## src/rtl/interp_request_sequencer_if.sv

```systemverilog
// Handshake bundle between the request sequencer and the interpolation module.
// The sequencer drives tk/uk and the init/start pulses; the interpolator
// answers with done and its overflow flag.
interface interp_request_sequencer_if #(
    parameter int WORD_SIZE     = 16,
    parameter int ADDRESS_WIDTH = 16
);
    logic                     interp_init;
    logic                     interp_start;
    logic [WORD_SIZE-1:0]     tk_out;
    logic [ADDRESS_WIDTH-1:0] uk_out;
    logic                     interp_done;
    logic                     interp_overflow;

    modport master (
        output interp_init,
        output interp_start,
        output tk_out,
        output uk_out,
        input  interp_done,
        input  interp_overflow
    );

    modport slave (
        input  interp_init,
        input  interp_start,
        input  tk_out,
        input  uk_out,
        output interp_done,
        output interp_overflow
    );
endinterface

```

## src/rtl/interp_request_sequencer.sv

```systemverilog
// Upstream driver for the interpolator: walks tk = t_start + i*t_step over a
// run of n_points, issuing one start per point and waiting for done, with a
// single init pulse per run. Reports completion, progress and sticky errors.
module interp_request_sequencer #(
    parameter int                       WORD_SIZE     = 16,
    parameter int                       ADDRESS_WIDTH = 16,
    parameter int                       FRAC_BITS     = 7,
    parameter logic [ADDRESS_WIDTH-1:0] U_STRIDE      = 16'h0200,
    parameter int                       TIMEOUT       = 1023,
    parameter int                       CNT_WIDTH     = 10
) (
    input  logic                         clk,
    input  logic                         rst,
    input  logic                         go,
    input  logic [WORD_SIZE-1:0]         t_start,
    input  logic [WORD_SIZE-1:0]         t_step,
    input  logic [CNT_WIDTH-1:0]         n_points,
    input  logic [ADDRESS_WIDTH-1:0]     uk_base,
    interp_request_sequencer_if.master   interp,
    output logic [CNT_WIDTH-1:0]         point_idx,
    output logic                         busy,
    output logic                         seq_done,
    output logic                         error,
    output logic [1:0]                   err_code
);

    // The fixed-point split only matters to the interpolator, but it must leave
    // at least one integer bit in the word.
    if (FRAC_BITS >= WORD_SIZE) begin : g_bad_frac
        $error("FRAC_BITS must be smaller than WORD_SIZE");
    end

    localparam int                   TMR_W    = $clog2(TIMEOUT + 1);
    localparam logic [TMR_W-1:0]     TMR_ONE  = TMR_W'(1);
    localparam logic [TMR_W-1:0]     TMR_LAST = TMR_W'(TIMEOUT - 1);
    localparam logic [CNT_WIDTH-1:0] CNT_ONE  = CNT_WIDTH'(1);
    localparam int                   MSB      = WORD_SIZE - 1;

    localparam logic [1:0] ERR_TK_OVF  = 2'b01;
    localparam logic [1:0] ERR_TIMEOUT = 2'b10;
    localparam logic [1:0] ERR_INTERP  = 2'b11;

    typedef enum logic [2:0] {
        IDLE,
        INIT,
        ISSUE,
        WAIT,
        ADVANCE,
        DONE,
        ERR
    } state_t;

    state_t                   state_q, next_state;
    logic [WORD_SIZE-1:0]     t_step_q, t_step_d;
    logic [CNT_WIDTH-1:0]     n_points_q, n_points_d;
    logic [WORD_SIZE-1:0]     tk_q, tk_d, tk_sum;
    logic [ADDRESS_WIDTH-1:0] uk_q, uk_d;
    logic [CNT_WIDTH-1:0]     idx_d;
    logic [TMR_W-1:0]         timer_q, timer_d;
    logic                     init_q, init_d;
    logic                     start_q, start_d;
    logic                     busy_d, seq_done_d, error_d;
    logic [1:0]               err_code_d;
    logic                     tk_ovf;

    assign interp.interp_init  = init_q;
    assign interp.interp_start = start_q;
    assign interp.tk_out       = tk_q;
    assign interp.uk_out       = uk_q;

    // Next-state and next-register values; every output is registered from these.
    always_comb begin
        next_state = state_q;
        t_step_d   = t_step_q;
        n_points_d = n_points_q;
        tk_d       = tk_q;
        uk_d       = uk_q;
        idx_d      = point_idx;
        timer_d    = timer_q;
        init_d     = 1'b0;
        start_d    = 1'b0;
        seq_done_d = 1'b0;
        error_d    = error;
        err_code_d = err_code;
        tk_sum     = tk_q + t_step_q;
        tk_ovf     = (tk_q[MSB] == t_step_q[MSB]) && (tk_sum[MSB] != tk_q[MSB]);

        case (state_q)
            IDLE, DONE, ERR: begin
                if (go) begin
                    error_d    = 1'b0;
                    err_code_d = 2'b00;
                    if (n_points == '0) begin
                        next_state = DONE;
                        seq_done_d = 1'b1;
                    end else begin
                        t_step_d   = t_step;
                        n_points_d = n_points;
                        tk_d       = t_start;
                        uk_d       = uk_base;
                        idx_d      = '0;
                        next_state = INIT;
                        init_d     = 1'b1;
                    end
                end
            end
            INIT: begin
                next_state = ISSUE;
                start_d    = 1'b1;
            end
            ISSUE: begin
                timer_d    = '0;
                next_state = WAIT;
            end
            WAIT: begin
                timer_d = timer_q + TMR_ONE;
                if (interp.interp_overflow) begin
                    next_state = ERR;
                    error_d    = 1'b1;
                    err_code_d = ERR_INTERP;
                end else if (interp.interp_done) begin
                    next_state = ADVANCE;
                end else if (timer_q == TMR_LAST) begin
                    next_state = ERR;
                    error_d    = 1'b1;
                    err_code_d = ERR_TIMEOUT;
                end
            end
            ADVANCE: begin
                if ((point_idx + CNT_ONE) == n_points_q) begin
                    next_state = DONE;
                    seq_done_d = 1'b1;
                end else if (tk_ovf) begin
                    next_state = ERR;
                    error_d    = 1'b1;
                    err_code_d = ERR_TK_OVF;
                end else begin
                    tk_d       = tk_sum;
                    uk_d       = uk_q + U_STRIDE;
                    idx_d      = point_idx + CNT_ONE;
                    next_state = ISSUE;
                    start_d    = 1'b1;
                end
            end
            default: next_state = IDLE;
        endcase

        busy_d = (next_state == INIT) || (next_state == ISSUE) ||
                 (next_state == WAIT) || (next_state == ADVANCE);
    end

    // State and registered outputs; reset clears everything and aborts any run.
    always_ff @(posedge clk) begin
        if (!rst) begin
            state_q    <= IDLE;
            t_step_q   <= '0;
            n_points_q <= '0;
            tk_q       <= '0;
            uk_q       <= '0;
            point_idx  <= '0;
            timer_q    <= '0;
            init_q     <= 1'b0;
            start_q    <= 1'b0;
            busy       <= 1'b0;
            seq_done   <= 1'b0;
            error      <= 1'b0;
            err_code   <= 2'b00;
        end else begin
            state_q    <= next_state;
            t_step_q   <= t_step_d;
            n_points_q <= n_points_d;
            tk_q       <= tk_d;
            uk_q       <= uk_d;
            point_idx  <= idx_d;
            timer_q    <= timer_d;
            init_q     <= init_d;
            start_q    <= start_d;
            busy       <= busy_d;
            seq_done   <= seq_done_d;
            error      <= error_d;
            err_code   <= err_code_d;
        end
    end

endmodule

```

## src/flat_wrapper.sv

```systemverilog
// flat-port wrapper written by rule: the top's interface ports become plain ports
module interp_request_sequencer_flat 
#(
    parameter int                       WORD_SIZE     = 16,
    parameter int                       ADDRESS_WIDTH = 16,
    parameter int                       FRAC_BITS     = 7,
    parameter logic [ADDRESS_WIDTH-1:0] U_STRIDE      = 16'h0200,
    parameter int                       TIMEOUT       = 1023,
    parameter int                       CNT_WIDTH     = 10
)
  (clk, rst, go, t_start, t_step, n_points, uk_base, point_idx, busy, seq_done, error, err_code, interp_interp_init, interp_interp_start, interp_tk_out, interp_uk_out, interp_interp_done, interp_interp_overflow);
  interp_request_sequencer_if #(.WORD_SIZE(WORD_SIZE), .ADDRESS_WIDTH(ADDRESS_WIDTH)) interp_i ();
  input  logic clk;
  input  logic rst;
  input  logic go;
  input  logic [WORD_SIZE-1:0] t_start;
  input  logic [WORD_SIZE-1:0] t_step;
  input  logic [CNT_WIDTH-1:0] n_points;
  input  logic [ADDRESS_WIDTH-1:0] uk_base;
  output logic [CNT_WIDTH-1:0] point_idx;
  output logic busy;
  output logic seq_done;
  output logic error;
  output logic [1:0] err_code;
  output wire logic [$bits(interp_i.interp_init)-1:0] interp_interp_init;
  output wire logic [$bits(interp_i.interp_start)-1:0] interp_interp_start;
  output wire logic [$bits(interp_i.tk_out)-1:0] interp_tk_out;
  output wire logic [$bits(interp_i.uk_out)-1:0] interp_uk_out;
  input wire logic [$bits(interp_i.interp_done)-1:0] interp_interp_done;
  input wire logic [$bits(interp_i.interp_overflow)-1:0] interp_interp_overflow;
  assign interp_interp_init = interp_i.interp_init;
  assign interp_interp_start = interp_i.interp_start;
  assign interp_tk_out = interp_i.tk_out;
  assign interp_uk_out = interp_i.uk_out;
  assign interp_i.interp_done = interp_interp_done;
  assign interp_i.interp_overflow = interp_interp_overflow;
  interp_request_sequencer #(.WORD_SIZE(WORD_SIZE), .ADDRESS_WIDTH(ADDRESS_WIDTH), .FRAC_BITS(FRAC_BITS), .U_STRIDE(U_STRIDE), .TIMEOUT(TIMEOUT), .CNT_WIDTH(CNT_WIDTH)) u_core (.clk(clk), .rst(rst), .go(go), .t_start(t_start), .t_step(t_step), .n_points(n_points), .uk_base(uk_base), .interp(interp_i), .point_idx(point_idx), .busy(busy), .seq_done(seq_done), .error(error), .err_code(err_code));
endmodule
```

## config.mk

```make
export PLATFORM = sky130hd
export DESIGN_NAME = interp_request_sequencer_flat
export DESIGN_NICKNAME = d
export VERILOG_FILES = /design/src/rtl/interp_request_sequencer_if.sv /design/src/rtl/interp_request_sequencer.sv /design/src/flat_wrapper.sv
export SDC_FILE = /design/constraint.sdc
export NUM_CORES = 1
export LEC_CHECK = 0
export ABC_CLOCK_PERIOD_IN_PS = 2950
export BUFFER_PORTS_ARGS = -buffer_cell sky130_fd_sc_hd__clkbuf_2
export CAP_MARGIN = 15
export CELL_PAD_IN_SITES_DETAIL_PLACEMENT = 1
export CELL_PAD_IN_SITES_GLOBAL_PLACEMENT = 1
export CORE_MARGIN = 1
export CORE_UTILIZATION = 36
export CTS_BUF_LIST = sky130_fd_sc_hd__clkbuf_16
export DETAILED_ROUTE_END_ITERATION = 6
export PLACE_DENSITY_LB_ADDON = 0.2
export SLEW_MARGIN = 20
export SYNTH_ARGS = -nofsm -noshare
export SYNTH_HDL_FRONTEND = slang
export SYNTH_SLANG_ARGS = --single-unit
```

## constraint.sdc

```tcl
create_clock -name clk -period 2.95 [get_ports clk]
set_clock_uncertainty 0.1 [all_clocks]
set_input_delay 0.59 -clock clk [delete_from_list [all_inputs] [get_ports clk]]
set_output_delay 0.59 -clock clk [all_outputs]
set_load 0.03 [all_outputs]
```

==> load_flow_metrics.sql <==
INSERT INTO impl_metrics (metric_group, metric, value, unit) VALUES
('sta', 'post_route_hold_slack', '0.358', 'ns'),
('synthesis', 'flip_flop_and_latch_count_after_synthesis', '88', ''),
('synthesis', 'synth_edf_count', '0', ''),
('layout', 'area_delta_synth_final', '26.6', '%'),
('clocking', 'htree_num_levels', '3', ''),
('layout', 'n_fill_cell', '1717', ''),
('job', 'cap_viol_max_count', '0', ''),
('placed_design', 'dpl_cell_area', '5790', 'um2'),
('critical_path', 'critical_path_required', '3.12', 'ns'),
('placed_design', 'globalplace.congestion', '0.882', ''),
('die', 'core', '13300', 'um2'),
('clocking', 'cts_made_buffers', '9', ''),
('critical_path', 'cp.arrival', '3.05', 'ns'),
('die', 'num_io_pins', '112', ''),
('global_routing', 'grt_max_degree', '60', ''),
('synthesis', 'synth_seq_area_share', '35.7', '%'),
('critical_path', 'worst_path_dominant_cell_family', 'compound AO/OA/AOI/OAI gates', ''),
('critical_path', 'worst-path-buf-inv', '1', ''),
('sta', 'hold_violations', '0', ''),
('layout', 'finalInstanceArea', '6250', 'um2'),
('clocking', 'worst_setup_hold_path_clk_slew', '0.07', 'ns'),
('die', 'core.rowCount', '42', ''),
('clocking', 'cts_tree', 'yes', ''),
('clocking', 'clk_latency', '0.35', 'ns'),
('clocking', 'clkSinkCount', '88', ''),
('pwr', 'p_leak', '2.68', 'nW'),
('critical_path', 'end_kind', 'register', ''),
('global_routing', 'grt_antenna_before_repair', '0', ''),
('global_routing', 'track_usage', '24.0', '%'),
('pwr', 'fin_total_pwr', '0.00361', 'W'),
('min_path', 'worst_hold_depth', '2', ''),
('die', 'die_height', '119', 'um'),
('routing', 'detail-route-antenna-nets', '0', ''),
('critical_path', 'cpMaxStageDelayCell', 'or3b_4', ''),
('die', 'dieWidth', '119', 'um'),
('routing', 'drtPass1Iterations', '4', ''),
('min_path', 'hold_path_class', 'reg -> reg', ''),
('routing', 'wire_per_inst', '17.8', 'um'),
('routing', 'final_routed_wirelength_across_all_metal_layers', '16800', 'um'),
('synthesis', 'synthCells', '634', ''),
('die', 'floorplan.die_area', '14200', 'um2'),
('layout', 'antenna_cell_count', '0', ''),
('sta', 'timing.final.crit_share', '97.6', '%'),
('critical_path', 'max_stage_delay', '0.39', 'ns'),
('critical_path', 'crit_cells', '10', ''),
('global_routing', 'grt_first_pass_wirelength', '26800', 'um'),
('sta', 'worst_slew_margin_relative_to_its_limit', '57.2', '%'),
('placed_design', 'port_buffers', '111', ''),
('synthesis', 'mappedNetlistArea', '4940', 'um2'),
('critical_path', 'critical_path.max_fanout', '6', ''),
('clocking', 'cts-root-to-sink-buffers', '2', ''),
('die', 'initial_utilization', '37.1', '%'),
('synthesis', 'async_reset_ff_share', '0', '%'),
('critical_path', 'crit_path_cell_trace', 'ha_4 -> o211ai_1 -> o211ai_1 -> a211oi_2 -> mux2i_1 -> o311a_4 -> nand4_1 -> buf_4 -> or3b_4 -> a21oi_2', ''),
('synthesis', 'syn_avg_cell_area', '7.79', 'um2'),
('status', 'result_of_the_run', 'complete, no violations', ''),
('pwr', 'p_per_area', '577', 'nW/um2'),
('clocking', 'cts_root_buffer', 'clkbuf_16', ''),
('routing', 'route.detailed.drc', '0', ''),
('critical_path', 'reg2reg_depth', '10', ''),
('placed_design', 'hpwl', '12200', 'um'),
('layout', 'final_layout_size_suffix_gt1_share', '25.8', '%'),
('sta', 'timing_worst_slew_pin_value', '0.643', 'ns'),
('global_routing', 'global_route.overflow_total', '0', ''),
('routing', 'vias', '5184', ''),
('routing', 'drt_first_iter_violations', '290', ''),
('sta', 'layout_min_cycle_time', '2.88', 'ns'),
('critical_path', 'worst_path_most_repeated_cell', 'o211ai_1', ''),
('sta', 'report.final.slew_viol_count', '0', ''),
('critical_path', 'worst_setup_path_class', 'reg -> reg', ''),
('global_routing', 'grt_pass1_vias', '5268', ''),
('sta', 'clock.fmax', '0.347', 'GHz'),
('pwr', 'vdd_ir_drop_max', '0.234', 'mV'),
('synthesis', 'yosysWarnings', '0', ''),
('sta', 'grt_setup_unrepaired', 'true', ''),
('routing', 'average_via_count_per_standard_cell', '5.51', ''),
('synthesis', 'synth.net_count', '718', ''),
('layout', 'finish.net_count', '844', ''),
('layout', 'fin_util', '47.0', '%'),
('sta', 'setup-violations-final', '0', ''),
('synthesis', 'unique_masters_post_synth', '67', ''),
('critical_path', 'setup.worst_path.start_class', 'register', ''),
('synthesis', 'ys_dominant_reg_cell', 'dfxtp_1', '');
[per-stage QoR]
| step | setup WS [ns] | instances | TNS (ns) |
|---|---|---|---|
| 5_1_grt | -0.0713 | 941 | -0.266 |
| 3_5_place_dp | -0.108 | 917 | -0.248 |
| 3_3_place_gp | 0.0975 | 917 | 0 |
| 6_report | 0.0706 | 941 | 0 |
| 2_1_floorplan | 0.0202 | 634 | 0 |
| 4_1_cts | 0.0106 | 936 | 0 |
[worst reg2reg max path, stage by stage (launching register included)]
cell      delay [ns]
dfxtp_2         0.34
ha_4            0.26
o211ai_1        0.22
o211ai_1        0.16
a211oi_2        0.31
mux2i_1         0.28
o311a_4         0.28
nand4_1         0.15
buf_4           0.21
or3b_4          0.39
a21oi_2         0.11
[state kept, by name (all words and copies together) (netlist names)]
register	count
u_core.t_step_q	16
u_core.err_code	2
u_core.interp.uk_out	16
u_core.interp.tk_out	16
u_core.busy	1
u_core.state_q	3
u_core.interp.interp_init	1
u_core.timer_q	10
u_core.point_idx	10
u_core.seq_done	1
u_core.interp.interp_start	1
u_core.error	1
u_core.n_points_q	10
[synthesized netlist by cell type, types with 12 or more instances]
master | n | area, um2
nand2_1 | 125 | 469
o21ai_0 | 37 | 185
xnor2_1 | 18 | 158
clkbuf_1 | 27 | 101
a31oi_1 | 14 | 87.6
a21oi_1 | 73 | 365
or3_1 | 13 | 81.3
nand3_1 | 18 | 90.1
xor2_1 | 12 | 105
dfxtp_1 | 88 | 1760
nor2_1 | 40 | 150
inv_1 | 12 | 45.0
ha_1 | 19 | 238
nor3_1 | 12 | 60.1
[routing by layer]
| metal | vias to the layer above | part of all wire, % | GRT usage [%] |
|---|---|---|---|
| li1 | 2530 | - | - |
| met3 | 17 | 4.2 | 3.64 |
| met2 | 127 | 49 | 41.8 |
| met4 | 0 | 1.3 | 8.31 |
| met1 | 2510 | 45 | 29.8 |
| met5 | - | 0 | 0 |
[cell families (layout without fill, tap and decap cells)]
logic type               Yosys count  after routing  share of synthesized area, %
AO/OA/AOI/OAI                    190            190                          24.7
XOR/XNOR                          30             30                          5.32
adder cells (fa/ha/maj)           21             21                          5.63
buffers and inverters             51            182                          4.61
flip-flops                        88             88                          35.7
multiplexers                       4              4                         0.811
AND/OR/NAND/NOR                  250            250                          23.3
[cell usage in the layout, fill, tap and decap left out, types with 12 or more instances in the layout]
cell / n
buf_4: 42
nand2_1: 124
xor2_1: 12
or3_1: 13
ha_1: 13
xnor2_1: 18
nor2_1: 40
o21ai_0: 37
a31oi_1: 14
clkbuf_2: 111
inv_1: 14
nand3_1: 18
a21oi_1: 72
dfxtp_1: 81
[final cells by class]
| type | count | area [um2] | share of cell area [%] |
|---|---|---|---|
| well taps | 176 | 220 | 3.52 |
| repair buffers | 153 | 871 | 13.9 |
| flip-flops and latches | 88 | 1770 | 28.3 |
| clock inverters | 7 | 56.3 | 0.901 |
| multi-input cells | 495 | 3060 | 48.9 |
| clock buffers | 9 | 225 | 3.60 |
| inverters | 13 | 48.8 | 0.781 |
[power breakdown]
group          switching, W  internal (W)  leakage, nW
sequential         0.000114       0.00130        0.723
combinational      0.000657      0.000403         1.81
clock              0.000491      0.000643        0.144
total               0.00126       0.00235         2.68
[timing repair]
item,4_1_cts,5_1_grt
endpoints found under the setup margin,11,26
buffers inserted,3,5
hold buffers,0,0
pin swaps,2,7
resized for setup,4,18
[worst paths after layout]
kind | endpoint | slack [ns] | startpoint
worst max register to register | u_core.point_idx[2] | 0.07 | u_core.interp.tk_out[2]
worst min-delay path | u_core.interp.uk_out[0] | 0.36 | u_core.interp.uk_out[0]
worst min register to register | u_core.interp.uk_out[0] | 0.36 | u_core.interp.uk_out[0]
worst max-delay path | u_core.point_idx[2] | 0.07 | u_core.interp.tk_out[2]
No activity file was read; power rests on OpenSTA's default activity.
